`src/rtl/fb_scan_arbiter.sv`:
```
// fb_scan_arbiter: shares one single-port 12-bit framebuffer RAM between
// VGA scan-out reads, a valid/ready pixel writer and a clear engine.
// Scan-out reads always win. The clear engine comes next, and the writer
// gets whatever cycles remain.
// Optional feature macro FB_ARB_STALL_CNT_EN adds a stall_count[15:0] output.
// The counter counts writer stall cycles and is cleared by a rising vsync_in.
//
// state   | meaning
// --------+-----------------------------------------------------------
// ST_IDLE | normal operation, writer gets the non-read slots
// ST_CLEAR| filling the framebuffer with CLEAR_COLOR, writer blocked
module fb_scan_arbiter #(
    parameter int          H_ACTIVE    = 640,
    parameter int          V_ACTIVE    = 480,
    parameter int          SCALE_SHIFT = 2,
    parameter int          ADDR_W      = 15,
    parameter logic [11:0] CLEAR_COLOR = 12'h000
) (
    input  logic              clk,
    input  logic              reset,
    input  logic              pixel_tick,
    input  logic [9:0]        x,
    input  logic [9:0]        y,
    input  logic              active_video,
    input  logic              hsync_in,
    input  logic              vsync_in,
    input  logic              wr_valid,
    output logic              wr_ready,
    input  logic [ADDR_W-1:0] wr_addr,
    input  logic [11:0]       wr_data,
    input  logic              clear_req,
    output logic              clear_busy,
    output logic              err_drop,
    output logic              mem_en,
    output logic              mem_we,
    output logic [ADDR_W-1:0] mem_addr,
    output logic [11:0]       mem_wdata,
    input  logic [11:0]       mem_rdata,
    output logic              hsync,
    output logic              vsync,
    output logic [11:0]       rgb
`ifdef FB_ARB_STALL_CNT_EN
    ,
    output logic [15:0]       stall_count
`endif
);

    localparam int FB_W     = H_ACTIVE >> SCALE_SHIFT;
    localparam int FB_H     = V_ACTIVE >> SCALE_SHIFT;
    localparam int FB_DEPTH = FB_W * FB_H;
    localparam logic [ADDR_W-1:0] LAST_ADDR = ADDR_W'(FB_DEPTH - 1);
    localparam logic [ADDR_W-1:0] DEPTH_A   = ADDR_W'(FB_DEPTH);
    localparam logic [31:0]       FB_W_BITS = 32'(FB_W);

    typedef enum logic [0:0] {ST_IDLE, ST_CLEAR} state_t;

    state_t            state_q, state_d;
    logic [ADDR_W-1:0] ptr_q, ptr_d;
    logic              err_drop_q, err_drop_d;
    logic              tick_s1_q, tick_s1_d;
    logic              active_s1_q, active_s1_d;
    logic              hs_s1_q, hs_s1_d, vs_s1_q, vs_s1_d;
    logic              hsync_q, hsync_d, vsync_q, vsync_d;
    logic [11:0]       rgb_q, rgb_d;
    logic [9:0]        fb_x, fb_y;
    logic [ADDR_W-1:0] rd_addr;
    logic              read_slot;

    // Scan-out address: row * FB_W + column, built from shifted copies of the row.
    always_comb begin
        fb_x    = x >> SCALE_SHIFT;
        fb_y    = y >> SCALE_SHIFT;
        rd_addr = ADDR_W'(fb_x);
        for (int i = 0; i < ADDR_W; i++) begin
            if (FB_W_BITS[i]) rd_addr = rd_addr + (ADDR_W'(fb_y) << i);
        end
    end

    // Slot decision, memory port, handshake and clear FSM next state.
    always_comb begin
        state_d    = state_q;
        ptr_d      = ptr_q;
        err_drop_d = 1'b0;
        wr_ready   = 1'b0;
        mem_en     = 1'b0;
        mem_we     = 1'b0;
        mem_addr   = '0;
        mem_wdata  = '0;
        read_slot  = pixel_tick & active_video;
        if (!reset) begin
            if (read_slot) begin
                mem_en   = 1'b1;
                mem_addr = rd_addr;
            end else if (state_q == ST_CLEAR) begin
                mem_en    = 1'b1;
                mem_we    = 1'b1;
                mem_addr  = ptr_q;
                mem_wdata = CLEAR_COLOR;
                if (ptr_q == LAST_ADDR) begin
                    state_d = ST_IDLE;
                    ptr_d   = '0;
                end else begin
                    ptr_d = ptr_q + 1'b1;
                end
            end else if (wr_valid) begin
                wr_ready = 1'b1;
                if (wr_addr < DEPTH_A) begin
                    mem_en    = 1'b1;
                    mem_we    = 1'b1;
                    mem_addr  = wr_addr;
                    mem_wdata = wr_data;
                end else begin
                    err_drop_d = 1'b1;
                end
            end
            if (state_q == ST_IDLE && clear_req) begin
                state_d = ST_CLEAR;
                ptr_d   = '0;
            end
        end
    end

    // Two-stage scan-out pipeline keeping syncs aligned with rgb.
    always_comb begin
        tick_s1_d   = pixel_tick;
        active_s1_d = active_video;
        hs_s1_d     = hsync_in;
        vs_s1_d     = vsync_in;
        hsync_d     = hs_s1_q;
        vsync_d     = vs_s1_q;
        rgb_d       = rgb_q;
        if (tick_s1_q) rgb_d = active_s1_q ? mem_rdata : 12'h000;
    end

    // State and pipeline registers.
    always_ff @(posedge clk or posedge reset) begin
        if (reset) begin
            state_q     <= ST_IDLE;
            ptr_q       <= '0;
            err_drop_q  <= 1'b0;
            tick_s1_q   <= 1'b0;
            active_s1_q <= 1'b0;
            hs_s1_q     <= 1'b0;
            vs_s1_q     <= 1'b0;
            hsync_q     <= 1'b0;
            vsync_q     <= 1'b0;
            rgb_q       <= 12'h000;
        end else begin
            state_q     <= state_d;
            ptr_q       <= ptr_d;
            err_drop_q  <= err_drop_d;
            tick_s1_q   <= tick_s1_d;
            active_s1_q <= active_s1_d;
            hs_s1_q     <= hs_s1_d;
            vs_s1_q     <= vs_s1_d;
            hsync_q     <= hsync_d;
            vsync_q     <= vsync_d;
            rgb_q       <= rgb_d;
        end
    end

    assign clear_busy = (state_q == ST_CLEAR);
    assign err_drop   = err_drop_q;
    assign hsync      = hsync_q;
    assign vsync      = vsync_q;
    assign rgb        = rgb_q;

`ifdef FB_ARB_STALL_CNT_EN
    logic [15:0] stall_q, stall_d;

    // Writer stall counter, saturating; a new frame (vsync_in rising) restarts it.
    always_comb begin
        stall_d = stall_q;
        if (vsync_in && !vs_s1_q)               stall_d = 16'h0000;
        else if (wr_valid && !wr_ready && stall_q != 16'hFFFF) stall_d = stall_q + 16'h0001;
    end

    // Stall counter register.
    always_ff @(posedge clk or posedge reset) begin
        if (reset) stall_q <= 16'h0000;
        else       stall_q <= stall_d;
    end

    assign stall_count = stall_q;
`endif

endmodule

```
`config.mk`:
```
export PLATFORM = sky130hd
export DESIGN_NAME = fb_scan_arbiter
export DESIGN_NICKNAME = d
export VERILOG_FILES = /design/src/rtl/fb_scan_arbiter.sv
export SDC_FILE = /design/constraint.sdc
export NUM_CORES = 1
export LEC_CHECK = 0
export CAP_MARGIN = 20
export CORE_UTILIZATION = 42
export CTS_BUF_LIST = sky130_fd_sc_hd__clkbuf_8 sky130_fd_sc_hd__clkbuf_16
export CTS_CLUSTER_SIZE = 30
export DETAILED_ROUTE_END_ITERATION = 8
export HOLD_SLACK_MARGIN = 0.1
export PLACE_DENSITY_LB_ADDON = 0.3
export SETUP_SLACK_MARGIN = 0.4
export SYNTH_ARGS = -nofsm -noshare
export SYNTH_HDL_FRONTEND = slang
export SYNTH_SLANG_ARGS = --single-unit
```
`constraint.sdc`:
```
create_clock -name clk -period 4.1 [get_ports clk]
set_input_delay 0.82 -clock clk [delete_from_list [all_inputs] [get_ports clk]]
set_output_delay 0.82 -clock clk [all_outputs]
set_load 0.03 [all_outputs]
```
==> results.json <==
{
  "fin_crit_sh": 0.9417,
  "clock_skew_ns": 0.007544,
  "reg2regPathDepth": 5,
  "finalHoldViolCount": 0,
  "tightest_slew_ns": 0.9172,
  "r2r_end": "ptr_q[13]",
  "pwr-share-clk": 0.200,
  "cp.arrival_ns": 3.04,
  "post-route-drc-count": 0,
  "grt_setup_unrepaired": "yes",
  "crit_end": "mem_addr[10]",
  "dp_hpwl_mm": 5.488,
  "ys_seq_elements": 35,
  "ir_drop_uv": 225.1,
  "yosys_warnings": 0,
  "placed_area_mm2": 0.003737,
  "power_frac_seq": 0.367,
  "grt_pass1_vias": 2393,
  "numClockSinks": 35,
  "initial_utilization": 0.4456,
  "synth_cells": 281,
  "leakage_uw": 0.001841,
  "gp_congestion": 0.7658,
  "drtIter0Drc": 138,
  "setup_tns_ns": 0,
  "crit_fanout": 3,
  "p_int_uw": 776.8,
  "cap_violations": 0,
  "fp.dieH_um": 79.36,
  "drive_above_1_share": 0.2586,
  "post_drt_wl_per_cell_um": 15.46,
  "n_antenna_cell": 0,
  "nets": 491,
  "synth_top_flop_cell": "dfrtp_1",
  "grt.total_usage": 0.2409,
  "synthTopCellsByCount": "dfrtp_1, inv_1, nand2_1, o21ai_0, nor2_1",
  "core_area_mm2": 0.005642,
  "cts_made_buffers": 5,
  "dieArea_mm2": 0.006298,
  "fmax_mhz": 259.0,
  "hold_class": "reg -> reg",
  "overflow": 0,
  "routed_via_density": 5.293,
  "final_area_mm2": 0.004145,
  "antenna_found_initial": 0,
  "insertion_delay_ns": 0.28,
  "status": "complete, no violations",
  "cts_max_level": 2,
  "cts_root_buffer": "clkbuf_8",
  "power.density_mw_per_mm2": 293.6,
  "cp-start-kind": "input pin",
  "yosysSeqAreaShare": 0.3484,
  "cp.required_ns": 3.28,
  "firstDrtPassIters": 4,
  "timing.critical_path.from": "y[2]",
  "vias": 2530,
  "synth.cell_area_mm2": 0.002514,
  "clk_pin_slew_ns": 0.06,
  "synthDistinctLibCells": 48,
  "yosysMostFrequentCell": "dfrtp_1",
  "grt_max_degree": 36,
  "fp.dieW_um": 79.36,
  "synthToLayoutAreaGrowth_pct": 64.91,
  "p_switching_uw": 440.3,
  "ios": 113,
  "synth_edf_count": 0,
  "relSlewSlack": 0.3885,
  "ys_top_cells_by_area": "dfrtp_1, ha_1, o21ai_0",
  "syn_avg_cell_area_um2": 8.945,
  "p_sw_frac": 0.3618,
  "slew_viol_final": 0,
  "power_frac_comb": 0.433,
  "io_buffer_count": 108,
  "synth_top_area_frac": 0.3484,
  "fin_crit_ns": 3.861,
  "grt_pass1_wl_mm": 11.72,
  "drt-total-wl_mm": 7.392,
  "setup_violations": 0,
  "synthArstFlopShare": 1.000,
  "cts_buffer_depth": 2,
  "worstSetupEndpointType": "output port",
  "worst-setup-path-type": "in -> out",
  "synth_fp_nets": 366,
  "reg2reg_slack_ns": 1.73,
  "num_rows": 27,
  "synth_top_area_cell": "dfrtp_1",
  "cts_tree": "yes",
  "ant_nets": 0,
  "r2r_start": "clear_busy"
}
==> sequential cells by signal (all words and copies together) (netlist names) <==
name	count
ptr_q	15
vsync	1
hsync	1
tick_s1_q	1
active_s1_q	1
clear_busy	1
hs_s1_q	1
vs_s1_q	1
rgb	12
err_drop	1
==> placed cells by master (no fill, tap or decap), types with 8 or more instances in the layout <==
cell type,Yosys,layout
o21ai_0,21,19
and2_1,15,15
nor2_1,17,14
inv_1,25,21
a21oi_1,11,8
nand3_1,8,8
clkdlybuf4s50_1,0,70
xnor2_1,8,8
buf_4,0,43
buf_6,2,8
dfrtp_1,35,35
ha_4,0,9
nand2_1,22,22
a211oi_1,12,8
==> kinds of logic (layout without fill, tap and decap cells) <==
logic type,count (synthesis),after routing,share of synthesized area
AO/OA/AOI/OAI,69,69,0.1911
multiplexers,8,8,0.03236
AND/OR/NAND/NOR,102,102,0.2280
XOR/XNOR,12,12,0.04181
buffers and inverters,37,162,0.06272
flip-flops,35,35,0.3484
adder cells (fa/ha/maj),18,18,0.09557
==> repair_timing <==
| action | in CTS | in global routing |
|---|---|---|
| setup buffers | 2 | 2 |
| gates resized for setup | 59 | 21 |
| hold buffers | 0 | 0 |
| endpoints found under the hold margin | 0 | 0 |
| pin swaps | 16 | 14 |
| endpoints found under the setup margin | 20 | 23 |
==> per-layer routing <==
metal | part of all wire | wire length (um) | track usage
met5 | 0 | 0 | 0
met4 | 0.015 | 114 | 0.06182
met3 | 0.062 | 460 | 0.04368
met2 | 0.49 | 3617 | 0.4103
met1 | 0.43 | 3200 | 0.3131
==> critical path: stages <==
cell and delay (ns):
buf_8 0.08, inv_4 0.03, fa_1 0.51, buf_4 0.16, fa_2 0.33, nand2b_4 0.18, buf_4 0.14, buf_6 0.11
nand2b_4 0.06, a211oi_2 0.06, o21ai_1 0.12, nor3b_2 0.23, buf_4 0.20
==> through the flow <==
step,hold WS (ns),std cells,total power (uW),utilization,setup WS (ns)
after floorplan,0.3312,281,712.0,-,0.3172
final,0.3485,478,1217,0.7348,0.2391
after global placement,0.3316,467,892.4,0.6625,-0.4332
after detailed placement,0.3347,467,907.5,0.6625,-0.4996
after global routing,0.3565,478,1286,0.7348,0.1831
after CTS,0.3483,476,1198,0.7186,0.2556
==> how the worst min path moves through the flow <==
stage,from,to,slack (ns),cells past startpoint
after global routing,hs_s1_q,hsync,0.36,0
final,vs_s1_q,vsync,0.35,0
after floorplan,hs_s1_q,hsync,0.33,0
after detailed placement,vs_s1_q,vsync,0.33,0
after CTS,vs_s1_q,vsync,0.35,0
after global placement,hs_s1_q,hsync,0.33,0
==> layout make-up <==
type / count / area, um^2
Timing Repair Buffer: 130 / 1202
Clock inverter: 1 / 5.005
Sequential cell: 35 / 875.8
Multi-Input combinational cell: 209 / 1793
Inverter: 25 / 96.34
Clock buffer: 6 / 82.58
Fill cell: 385 / 1496
Tap cell: 72 / 90.09
==> power groups by stage <==
stage	Combinational (uW)	Sequential (uW)	Clock, uW
finish	527	447	243
detailed placement	455	453	0
global placement	445	447	0
global route	566	456	264
CTS	502	446	250
floorplan	261	451	0
Power figures use the tool's default switching activity.
==> variant: new RTL, same settings <==
The option `FB_ARB_STALL_CNT_EN` is turned on by a define.
--- a/src/rtl/fb_scan_arbiter.sv
+++ b/src/rtl/fb_scan_arbiter.sv
@@ -11,2 +11,4 @@
 // ST_CLEAR| filling the framebuffer with CLEAR_COLOR, writer blocked
+`define FB_ARB_STALL_CNT_EN
+
 module fb_scan_arbiter #(
Formal check against the unedited RTL (old outputs only; new: stall_count): equivalent (equiv_simple and equiv_induct, registers matched by name and starting in step).
==> variant against the unedited design <==
Sequential power rose by 40%. Design area is 25% higher. Via count is 39% higher. Clock power up 26%. Setup slack better by 0.054 ns. Total power rose by 25%. Area after synthesis rose by 34%. Wire length grew 34%. Sequential cell count grew 16.
==> variant: results (changes against the unedited design) <==
status=finished, final reports clean; postcts setup bufs=3 (+1); count of cell types in the netlist=52 (+8.3%); DP HPWL=7220 um (+32%); vias=3527 (+39%); met3 wire length=604 um (+31%); layout cells sized above 1=0.1934 (-0.06519); Worst Path Max Fanout=2 (-1); Worst Hold Slack=0.3590 ns (+0.01052 ns); port buffer count=124 (+15%); max FFs per register=16 (+1); Crit Reg-Reg Endpoint=ptr_q[10]; worst r2r path cells=6 (+1); Commonest cells post-synth=dfrtp_1, nand2_1, nor2_1; synthesized net count=488 (+33%); CP peak stage delay=0.58 ns (+0.07 ns); largest cells by area after synthesis=dfrtp_1, ha_1, nand2_1; clock insertion delay at the later pin of the skew report=0.31 ns (+0.03 ns); crit path to=mem_addr[11]; Non-Filler Instances=650 (+36%); DP Area=0.004828 sq mm (+29%); synthesized area per cell=8.410 sq um (-6.0%); Sequential cell area=0.001276 sq mm (+46%); first-pass GRT wire length=15900 um (+36%); FMAX=262.7 MHz (+1.4%); fillcell total=657 (+71%); initial detailed-routing violation count=98 (-29%); met2 wire length=5087 um (+41%); worst slack, placed=-0.6553 ns (-0.1557 ns)
-- variant: cell count changes after synthesis, moves of 8 or more --
cell,unedited run,this run
nand4_1,3,12
nor2_1,17,37
nand3_1,8,16
nand2_1,22,42
o21ai_0,21,29
dfrtp_1,35,51
-- variant: layout make-up --
class,count,share of cell area
inverter,30,0.02338
timing repair buffer,155,0.2780
clock inverter,3,0.005304
clock buffer,5,0.01326
sequential,51,0.2459
multi-input combinational,304,0.4096
tap,102,0.02459
-- variant: logic make-up after synthesis --
logic type,after synthesis,share of synthesized area
simple gates,165,0.2417
xor+xnor,17,0.04404
mux,9,0.02702
flops,51,0.3775
fa+ha+maj,19,0.07476
buf+inv,47,0.05440
compound gates,94,0.1806
-- variant: where the power goes --
part           leakage [nW]  switching [mW]  internal (mW)
combinational          1.61           0.307          0.276
clock                0.0463           0.181          0.126
sequential            0.661          0.0706          0.556
total                  2.32           0.558          0.957
